--- src/rtl/adder_pkg.sv ---
`default_nettype none
// ============================================================================
//  Module   : adder_pkg
//  Purpose  : Shared constants and elaboration helpers for the pipelined
//             chunked adder/subtractor.
//  Revision : 1.0  initial release
// ============================================================================
package adder_pkg;

  localparam int N_DEFAULT = 32;
  localparam int S_DEFAULT = 4;
  localparam int W_DEFAULT = N_DEFAULT / S_DEFAULT;

  // Width of one pipeline chunk; guarded so a bad S cannot divide by zero
  // before the split check below reports the problem.
  function automatic int chunk_width(input int n, input int s);
    return (s > 0) ? (n / s) : n;
  endfunction

  // True when the operand width splits into S equal chunks.
  function automatic bit split_ok(input int n, input int s);
    return (s > 0) && ((n % s) == 0);
  endfunction

endpackage
`default_nettype wire

--- src/rtl/Ripple_Carry_Adder_Nbit.sv ---
`default_nettype none
// ============================================================================
//  Module   : Ripple_Carry_Adder_Nbit
//  Purpose  : Purely combinational N-bit ripple-carry adder used as the
//             per-stage chunk adder of the pipelined adder.
//  Revision : 1.0  initial release
// ============================================================================
module Ripple_Carry_Adder_Nbit
  import adder_pkg::*;
#(
  parameter int N = W_DEFAULT
) (
  input  logic [N-1:0] i_a,
  input  logic [N-1:0] i_b,
  input  logic         i_cin,
  output logic [N-1:0] o_sum,
  output logic         o_cout
);

  logic [N:0] w_c;

  assign w_c[0] = i_cin;

  // One full adder per bit; the carry ripples from bit 0 upward.
  for (genvar i = 0; i < N; i++) begin : g_bit
    assign o_sum[i]  = i_a[i] ^ i_b[i] ^ w_c[i];
    assign w_c[i+1]  = (i_a[i] & i_b[i]) | (w_c[i] & (i_a[i] ^ i_b[i]));
  end

  assign o_cout = w_c[N];

endmodule
`default_nettype wire

--- src/rtl/pipelined_adder_nbit.sv ---
`default_nettype none
// ============================================================================
//  Module   : pipelined_adder_nbit
//  Purpose  : N-bit adder/subtractor split into S chunks, one chunk added per
//             pipeline stage with the inter-chunk carry registered. Valid/
//             ready handshake; the whole chain advances or holds as one.
//  Revision : 1.0  initial release
// ============================================================================
module pipelined_adder_nbit
  import adder_pkg::*;
#(
  parameter int N = N_DEFAULT,
  parameter int S = S_DEFAULT
) (
  input  logic         clk,
  input  logic         reset,
  input  logic         in_valid,
  output logic         in_ready,
  input  logic [N-1:0] x,
  input  logic [N-1:0] y,
  input  logic         cin,
  input  logic         sub,
  output logic         out_valid,
  input  logic         out_ready,
  output logic [N-1:0] s,
  output logic         cout,
  output logic         ovf
);

  localparam int W = chunk_width(N, S);

  if (!split_ok(N, S)) begin : g_bad_split
    $error("pipelined_adder_nbit: N must be a non-zero multiple of S");
  end

  // The chain moves only when the output slot is empty or being drained.
  logic w_adv;
  assign w_adv    = ~out_valid | out_ready;
  assign in_ready = w_adv;

  for (genvar k = 0; k < S; k++) begin : g_stage
    // Operand bits still to be consumed when a beat enters this stage.
    localparam int REM = N - k * W;

    logic                 r_valid;
    logic [(k+1)*W-1:0]   r_sum;
    logic                 r_carry;
    logic                 r_sub;
    logic                 r_xsgn;
    logic                 r_ysgn;

    logic                 w_valid_in;
    logic [REM-1:0]       w_xop;
    logic [REM-1:0]       w_yop;
    logic                 w_cin;
    logic                 w_sub_in;
    logic                 w_xsgn_in;
    logic                 w_ysgn_in;
    logic [W-1:0]         w_chunk;
    logic                 w_cout;
    logic [(k+1)*W-1:0]   w_sum_next;

    if (k == 0) begin : g_head
      // y is inverted once here so later stages never look at sub again.
      assign w_valid_in = in_valid;
      assign w_xop      = x;
      assign w_yop      = sub ? ~y : y;
      assign w_cin      = sub | cin;
      assign w_sub_in   = sub;
      assign w_xsgn_in  = x[N-1];
      assign w_ysgn_in  = y[N-1];
      assign w_sum_next = w_chunk;
    end else begin : g_body
      assign w_valid_in = g_stage[k-1].r_valid;
      assign w_xop      = g_stage[k-1].g_fwd.r_x;
      assign w_yop      = g_stage[k-1].g_fwd.r_y;
      assign w_cin      = g_stage[k-1].r_carry;
      assign w_sub_in   = g_stage[k-1].r_sub;
      assign w_xsgn_in  = g_stage[k-1].r_xsgn;
      assign w_ysgn_in  = g_stage[k-1].r_ysgn;
      assign w_sum_next = {w_chunk, g_stage[k-1].r_sum};
    end

    Ripple_Carry_Adder_Nbit #(
      .N (W)
    ) u_chunk (
      .i_a    (w_xop[W-1:0]),
      .i_b    (w_yop[W-1:0]),
      .i_cin  (w_cin),
      .o_sum  (w_chunk),
      .o_cout (w_cout)
    );

    // Stage register: valid, completed low chunks, chunk carry, sign/sub tags.
    always_ff @(posedge clk) begin
      if (reset) begin
        r_valid <= 1'b0;
        r_sum   <= '0;
        r_carry <= 1'b0;
        r_sub   <= 1'b0;
        r_xsgn  <= 1'b0;
        r_ysgn  <= 1'b0;
      end else if (w_adv) begin
        r_valid <= w_valid_in;
        r_sum   <= w_sum_next;
        r_carry <= w_cout;
        r_sub   <= w_sub_in;
        r_xsgn  <= w_xsgn_in;
        r_ysgn  <= w_ysgn_in;
      end
    end

    if (k < S - 1) begin : g_fwd
      logic [REM-W-1:0] r_x;
      logic [REM-W-1:0] r_y;

      // Carry the not-yet-added high operand chunks to the next stage.
      always_ff @(posedge clk) begin
        if (reset) begin
          r_x <= '0;
          r_y <= '0;
        end else if (w_adv) begin
          r_x <= w_xop[REM-1:W];
          r_y <= w_yop[REM-1:W];
        end
      end
    end
  end

  assign out_valid = g_stage[S-1].r_valid;
  assign s         = g_stage[S-1].r_sum;
  assign cout      = g_stage[S-1].r_carry;
  // Signed overflow uses the effective (possibly inverted) sign of y.
  assign ovf       = (g_stage[S-1].r_xsgn ~^ (g_stage[S-1].r_ysgn ^ g_stage[S-1].r_sub))
                   & (s[N-1] ^ g_stage[S-1].r_xsgn);

endmodule
`default_nettype wire

--- config.mk ---
export PLATFORM = sky130hd
export DESIGN_NAME = pipelined_adder_nbit
export DESIGN_NICKNAME = d
export VERILOG_FILES = /design/src/rtl/adder_pkg.sv /design/src/rtl/Ripple_Carry_Adder_Nbit.sv /design/src/rtl/pipelined_adder_nbit.sv
export SDC_FILE = /design/constraint.sdc
export NUM_CORES = 1
export LEC_CHECK = 0
export ABC_AREA = 1
export CORE_UTILIZATION = 33
export CTS_CLUSTER_DIAMETER = 80
export DETAILED_ROUTE_END_ITERATION = 7
export PLACE_DENSITY = 0.6
export SKIP_CTS_REPAIR_TIMING = 1
export SYNTH_ARGS = -nofsm -noshare
export SYNTH_HDL_FRONTEND = slang
export SYNTH_HIERARCHICAL = 1
export SYNTH_SLANG_ARGS = --single-unit
--- constraint.sdc ---
create_clock -name clk -period 4.8 [get_ports clk]
set_clock_uncertainty 0.15 [all_clocks]
set_input_delay 0.96 -clock clk [delete_from_list [all_inputs] [get_ports clk]]
set_output_delay 0.96 -clock clk [all_outputs]
set_load 0.01 [all_outputs]
; Yosys cells after proc, flatten, opt, wreduce, memory -nomap -nowiden
; Index checks and enable logic that the tools add are counted.
[op_classes]
n_mux = 1
bitwise_logic = 168
[ops]
columns = cell, n
row1 = $xor A1 B1 Y1, 66
row2 = $and A1 B1 Y1, 65
row3 = $or A1 B1 Y1, 34
row4 = $mux W32, 1
row5 = $not A32 Y32, 1
row6 = $not A1 Y1, 1
row7 = $xnor A1 B1 Y1, 1
[totals]
ff_bits = 196
input_bits = 70
output_inout_bits = 36
wordCells = 199

; Depth between registers and ports, before layout
; Gate-level depths: netlist of run 1.
[depth]
depth_word = 19
depth_mapped = 17
depth_no_buf = 15

; By module
; The synthesis of run 1 kept the hierarchy.
[modules_own_cells]
columns = mod, instances, cells_per_inst, area_per_inst_um2, seq_area_each_um2
row1 = pipelined_adder_nbit, 1, 994, 7721.2, 3863.7
row2 = Ripple_Carry_Adder_Nbit, 4, 18, 197.7, 0.0

; Least setup slack after synthesis of run 1
; OpenSTA, ideal clock, no wires.
[synth_timing]
path_kind = input port to flip-flop
start = in sub
end = reg g_stage[0].r_sum[7]
setup_time_ns = 0.064
arrival_ns = 4.705
required_time_ns = 4.586
path_slack_ns = -0.119
stages = 17
path_cell_list = buf_2 buf_2 or2_2 fa_1 inv_1 fa_1 inv_1 fa_1 fa_1 fa_1 fa_1 fa_1 inv_1 fa_1 inv_1 nor2_1 nor2_1
[synth_via]
elab_cells_between_ends = 32
cone_classes = mux: 1 / bitwise: 31
[synth_rtl]
columns = item, line
row1 = from (decl), pipelined_adder_nbit.sv:22  ; input logic sub,
row2 = $or A1 B1 Y1, pipelined_adder_nbit.sv:68  ; assign w_cin = sub | cin;
row3 = via g_stage[0].w_cin, pipelined_adder_nbit.sv:55  ; logic w_cin;
row4 = $and A1 B1 Y1, Ripple_Carry_Adder_Nbit.sv:27  ; assign w_c[i+1] = (i_a[i] & i_b[i]) | (w_c[i] & (i_a[i] ^ i_b[i]));
row5 = $or A1 B1 Y1, Ripple_Carry_Adder_Nbit.sv:27
row6 = $and A1 B1 Y1, Ripple_Carry_Adder_Nbit.sv:27
row7 = $or A1 B1 Y1, Ripple_Carry_Adder_Nbit.sv:27
row8 = $and A1 B1 Y1, Ripple_Carry_Adder_Nbit.sv:27
row9 = $or A1 B1 Y1, Ripple_Carry_Adder_Nbit.sv:27
row10 = [2 not listed], n/a
row11 = $and A1 B1 Y1, Ripple_Carry_Adder_Nbit.sv:27
row12 = $or A1 B1 Y1, Ripple_Carry_Adder_Nbit.sv:27
row13 = $and A1 B1 Y1, Ripple_Carry_Adder_Nbit.sv:27
row14 = $or A1 B1 Y1, Ripple_Carry_Adder_Nbit.sv:27
row15 = $and A1 B1 Y1, Ripple_Carry_Adder_Nbit.sv:27
row16 = $or A1 B1 Y1, Ripple_Carry_Adder_Nbit.sv:27
row17 = $xor A1 B1 Y1, Ripple_Carry_Adder_Nbit.sv:26  ; assign o_sum[i] = i_a[i] ^ i_b[i] ^ w_c[i];
row18 = via g_stage[0].w_chunk[7], pipelined_adder_nbit.sv:59  ; logic [W-1:0] w_chunk;
row19 = to (signal assigned), pipelined_adder_nbit.sv:105  ; r_sum <= w_sum_next;
row20 = to (decl), pipelined_adder_nbit.sv:46  ; logic [(k+1)*W-1:0] r_sum;
; The timed path passes the listed nets, and every way through them passes these cells.
; A chain may end at the register's enable or synchronous reset.

; Worst setup path after layout of run 1
; Ends and elaborated chain as after synthesis.

==> impl_results.md, run 1 <==
* Outcome: finished, final reports clean
* Gr ovfl total at 0
* Final non-filler cell total at 1473
* RSZ-0062 raised after global routing: false
* Vias in the first global route at 5888
* Lkg Pwr at 4.28 nW
* Worst-Skew Late Latency at 0.43 ns
* R2r startpoint: g_stage[1].g_fwd.r_x[0]
* Synthesized net count at 1168
* Synthesized flop and latch total at 193
* Sequential area share after synthesis at 45.4%
* WL final at 18500 um
* Placed Area at 9730 um2
* Placeable core region at 25300 um2
* WL/cell at 12.5 um
* Ports at 106
* DRC errors left at 0
* Hold EP: out_valid
* Initial cell density of the core at 33.7%
* First drt pass iteration count at 7
* Share of cells above drive strength 1 at 4.64%
* Worst slew pin tran at 0.989 ns
* Nets at 1232
* Synth area leaders: dfxtp_1, nor2_1, o21bai_1
* CTS tree: built
* Placed insts at 1441
* Die height at 163 um
* Total power at 0.00365 W
* Worst reg2reg setup slack at 0.62 ns
* Clock buffer count from CTS at 17
* Synthesized area at 8510 um2
* First-pass GRT wire length at 29800 um
* Largest net degree at the start of global routing at 165
* CP Launch Type: input pin
* Syn Inst Count at 1066
* Layout fillers at 2610
* Max frequency at 216 MHz
* Synthesized area per cell at 7.98 um2
* Worst min-delay path startpoint: g_stage[2].r_valid
* Multi-input gate area at 4030 um2
* VDD IR max at 0.243 mV
* Sequential cell area at 3860 um2
* Vias at 6402
* FF-to-FF path depth at 14
* H-tree Lvls at 4
* Met2 Track Usage GR at 22.3%
* Via/cell ratio at 4.35
* Routed Antenna Nets at 0
* Longest Clk Path Bufs at 2
* Worst R2R End: g_stage[2].r_sum[23]
* Die area at 26400 um2
* P per Cell Area at 354 nW/um2
* Antenna fix cells at 0
* FFs w/ async S/R, synth at 0%
* Hold Crit Depth at 2
* CP arrival at 4.85 ns
* Rel. slew slack at 34.0%
* Yosys top cell by area: dfxtp_1
* Crit Path Max Fanout at 4
* M3 GR Usage at 2.65%
* Netlist cell types at 18
* CP Class: in -> reg
* Grt peak-use layer: met2
* HP Class: reg -> reg
* Setup TNS Final at 0 ns
* Top_reg_cell synth: dfxtp_1
* Tmin final at 4.63 ns
* Tcrit/Tclk final at 96.5%
* FP Rows at 58
* Max incr delay on CP at 0.40 ns
* Post-synth top cells: nor2_1, dfxtp_1, o21bai_1, nand2_1, inv_1
* Slowest CP cell: fa_1
* Floorplan die width at 163 um
* Endpoints failing setup at 0
* Fin area at 10300 um2
* Initial antenna violation count at 0
* RD Place Congestion at 0.761
* GRT Util Overall at 14.2%
* Post-detail-place hpwl at 11500 um
* Post-synth top area share at 45.4%
* Total of warnings raised by yosys at 6
* Global Route met1 Usage at 19.8%
* Root buffer cell: clkbuf_16
* Most common cell in the netlist: nor2_1
* Drt initial violations at 314
* Clock slew seen by the registers of the worst setup and hold paths at 0.07 ns
* TritonCTS Sinks at 193
* Final hold violation count at 0
* EDFF count, synth at 0
* Crit. End Element: flip-flop
* Crit path cell chain: clkdlybuf4s50_1 > buf_4 > or2_2 > fa_1 > inv_1 > fa_1 > inv_1 > fa_2 > fa_2 > fa_2 > fa_2 > fa_2 > inv_1 > fa_1 > inv_1 > nor2_1 > nor2_1
* Fin. max-slew vios at 0
* PortBufs at 105
* Area delta synth->final at 21.1%
* WP data required at 5.02 ns
* Max-cap violations at 0
* Most used cell, CP: fa_2
==> how the worst max path moves through the flow <==
stage,startpoint,end
after floorplan,sub,g_stage[0].r_sum[7]
after global placement,sub,g_stage[0].r_sum[7]
after detailed placement,sub,g_stage[0].r_sum[7]
after CTS,sub,g_stage[0].r_sum[7]
after global routing,sub,g_stage[0].r_sum[7]
final,sub,g_stage[0].r_sum[7]
==> through the flow <==
| stage | hold WS [ns] | util, % | setup slack, ns |
|---|---|---|---|
| 5_1_grt | 0.346 | 40.8 | 0.0186 |
| 6_report | 0.319 | 40.8 | 0.166 |
| 2_1_floorplan | 0.286 | - | 0.0161 |
| 3_3_place_gp | 0.305 | 38.5 | -0.398 |
| 3_5_place_dp | 0.310 | 38.5 | -0.455 |
| 4_1_cts | 0.325 | 40.8 | -0.00387 |
==> routing by layer <==
metal | up-vias | part of all wire [%]
met5 | - | 0
met4 | 0 | 1.0
met3 | 10 | 2.5
met2 | 81 | 44
met1 | 2891 | 52
li1 | 3420 | -
==> cells in the final DEF (no fill, tap or decap), drive strengths merged, types with 4 or more instances in the layout <==
cell type      Yosys  routed
inv               73      81
o21bai           163     163
clkdlybuf4s50      0     104
buf               46      12
nor2             387     387
clkinv             0       4
nand2            112     112
xor2               8       8
fa                32      32
clkbuf            25      18
dfxtp            193     193
nand3b            24      24
==> flip-flops by register name, summed over array words and instances, names as in the netlist, 4 cells and up <==
register / count
g_stage.r_ysgn: 4
g_stage.g_fwd.r_x: 45
g_stage.r_sub: 4
g_stage.r_xsgn: 4
g_stage.r_sum: 48
g_stage.g_fwd.r_y: 48
s: 32
==> critical path, delay by kind of cell <==
kind | cells | cell delay, ns
buf+inv | 6 | 0.81
fa+ha+maj | 8 | 2.62
simple gates | 3 | 0.45
==> cell families after synthesis <==
kind of cell	synth area share [%]
xor gates and xnor gates	0.823
and+or+nand+nor	24.3
AOI/OAI and AO/OA	14.4
DFF	45.4
buffers and inverters	7.48
adders and majority gates	7.53
==> where the power goes <==
| part | switching (W) | internal, W |
|---|---|---|
| logic | 0.000239 | 0.000244 |
| clock network | 0.000647 | 0.000734 |
| registers | 0.0000661 | 0.00172 |
==> area by class of cell <==
type / instances / area share, %
multi-input cells: 729 / 39.1
clock inverters: 14 / 1.38
flip-flops and latches: 193 / 37.5
well taps: 330 / 4.00
inverters: 73 / 2.66
clock buffers: 18 / 4.16
repair buffers: 116 / 11.2
No activity file was read; power rests on OpenSTA's default activity.
==> run 2: changes to the inputs <==
- SLEW_MARGIN: unset -> 25
==> results of run 2 <==
Same layout as run 1: the final DEF is identical, and so are final timing and power.
==> run 3: changes to the inputs <==
- PLACE_DENSITY: 0.6 -> 0.58
- clock period: 4.8 -> 5.4 ns (I/O delays scaled with it)
==> run 3 against run 2 <==
Against the previous run: die area unchanged; count of clock-buffer cells in the layout down 1; critical path depth unchanged; clock power down 4%; flip-flop and latch count unchanged; hold slack worse by 0.0052 ns; sequential power down 11%; largest power group unchanged; highest routed layer unchanged.
==> impl_results.md, run 3 (synthesis results as in run 1) <==
* Crit. End Element: flip-flop
* WP data required at 5.62 ns
* WL/cell at 12.7 um
* Floorplan die width at 163 um
* Tcrit/Tclk final at 91.8%
* Clock buffer count from CTS at 17
* P per Cell Area at 321 nW/um2
* Ports at 106
* Worst min-delay path startpoint: g_stage[2].r_valid
* Die area at 26400 um2
* Longest Clk Path Bufs at 2
* Placeable core region at 25300 um2
* Multi-input gate area at 4020 um2
* Hold Crit Depth at 2
* DRC errors left at 0
* Via/cell ratio at 4.29
* WL final at 18700 um
* FF-to-FF path depth at 14
* Crit Path Max Fanout at 3
* VDD IR max at 0.200 mV
* Drt initial violations at 371
* Placed insts at 1441
* R2r startpoint: g_stage[1].g_fwd.r_x[0]
* First drt pass iteration count at 4
* PortBufs at 105
* CP arrival at 5.18 ns
* Worst Setup SP: sub
* Initial cell density of the core at 33.7%
* H-tree Lvls at 4
* Antenna fix cells at 0
* Rel. slew slack at 38.5%
* Most common cell after layout, fill and taps aside: nor2_1
* Die height at 163 um
* Layout fillers at 2634
* Worst slew pin tran at 0.921 ns
* Share of cells above drive strength 1 at 4.37%
* Area delta synth->final at 22.1%
* Nets at 1233
* Outcome: finished, final reports clean
* CP Class: in -> reg
* Gr ovfl total at 0
* HP Class: reg -> reg
* CP Launch Type: input pin
* Post-detail-place hpwl at 12100 um
* Final hold violation count at 0
* Largest net degree at the start of global routing at 103
* Lkg Pwr at 4.32 nW
* Max frequency at 202 MHz
* Routed Antenna Nets at 0
* GRT Util Overall at 14.7%
* Final non-filler cell total at 1474
* Initial antenna violation count at 0
* CTS tree: built
* WHS at 0.314 ns
* Clock slew seen by the registers of the worst setup and hold paths at 0.08 ns
* Tmin final at 4.96 ns
* TritonCTS Sinks at 193
* RD Place Congestion at 0.769
* Most frequent cells in the layout: nor2_1, dfxtp_1, o21bai_1
* Total power at 0.00334 W
* Endpoints failing setup at 0
* Fin. max-slew vios at 0
* Vias in the first global route at 6102
* Vias at 6330
* Max-cap violations at 0
* Sequential cell area at 3860 um2
* Largest registers: g_stage.g_fwd.r_y x48, g_stage.r_sum x48, g_stage.g_fwd.r_x x45
* FP Rows at 58
* Root buffer cell: clkbuf_16
* RSZ-0062 raised after global routing: false
* Worst-Skew Late Latency at 0.43 ns
* First-pass GRT wire length at 30900 um
## run 3: through the flow
stage          utilization [%]  setup WS, ns  setup TNS [ns]  cell area, um2
2_1_floorplan                -         0.361               0            8510
6_report                  41.1         0.442               0           10400
3_3_place_gp              38.5       0.00313               0            9730
4_1_cts                   41.0         0.445               0           10400
3_5_place_dp              38.5      -0.00341        -0.00341            9730
5_1_grt                   41.1         0.277               0           10400
## run 3: worst paths after layout
| path | to | slack, ns |
|---|---|---|
| hold / removal | out_valid | 0.31 |
| hold reg to reg | out_valid | 0.31 |
| setup / recovery | g_stage[0].r_sum[7] | 0.44 |
| setup reg to reg | g_stage[2].r_sum[23] | 1.22 |
## run 3: final cells by class
type	instances	area share, %
Multi-Input combinational cell	729	38.7
Sequential cell	193	37.2
Timing Repair Buffer	117	11.4
Clock buffer	17	4.09
Tap cell	330	3.97
Inverter	73	2.64
Clock inverter	15	2.05
## run 3: worst max-delay path, stage by stage
cell,delay [ns]
clkdlybuf4s50_1,0.40
buf_4,0.17
or2_2,0.30
fa_1,0.35
inv_1,0.07
fa_1,0.17
inv_1,0.05
fa_1,0.37
fa_1,0.39
fa_1,0.39
fa_1,0.38
fa_1,0.36
inv_1,0.07
fa_1,0.40
inv_1,0.06
nor2_1,0.04
nor2_1,0.09
## run 3: metal layers
layer	routed length [um]	track usage [%]	part of all wire, %
met5	0	0	0
met2	8140	22.8	44
met3	533	2.95	2.9
met4	168	3.95	0.90
met1	9850	20.6	53
## run 3: where the power goes
group          leakage, nW  internal [W]  switching, W
Combinational         2.42      0.000216      0.000214
Sequential            1.59       0.00153     0.0000582
Clock                0.309      0.000681      0.000638
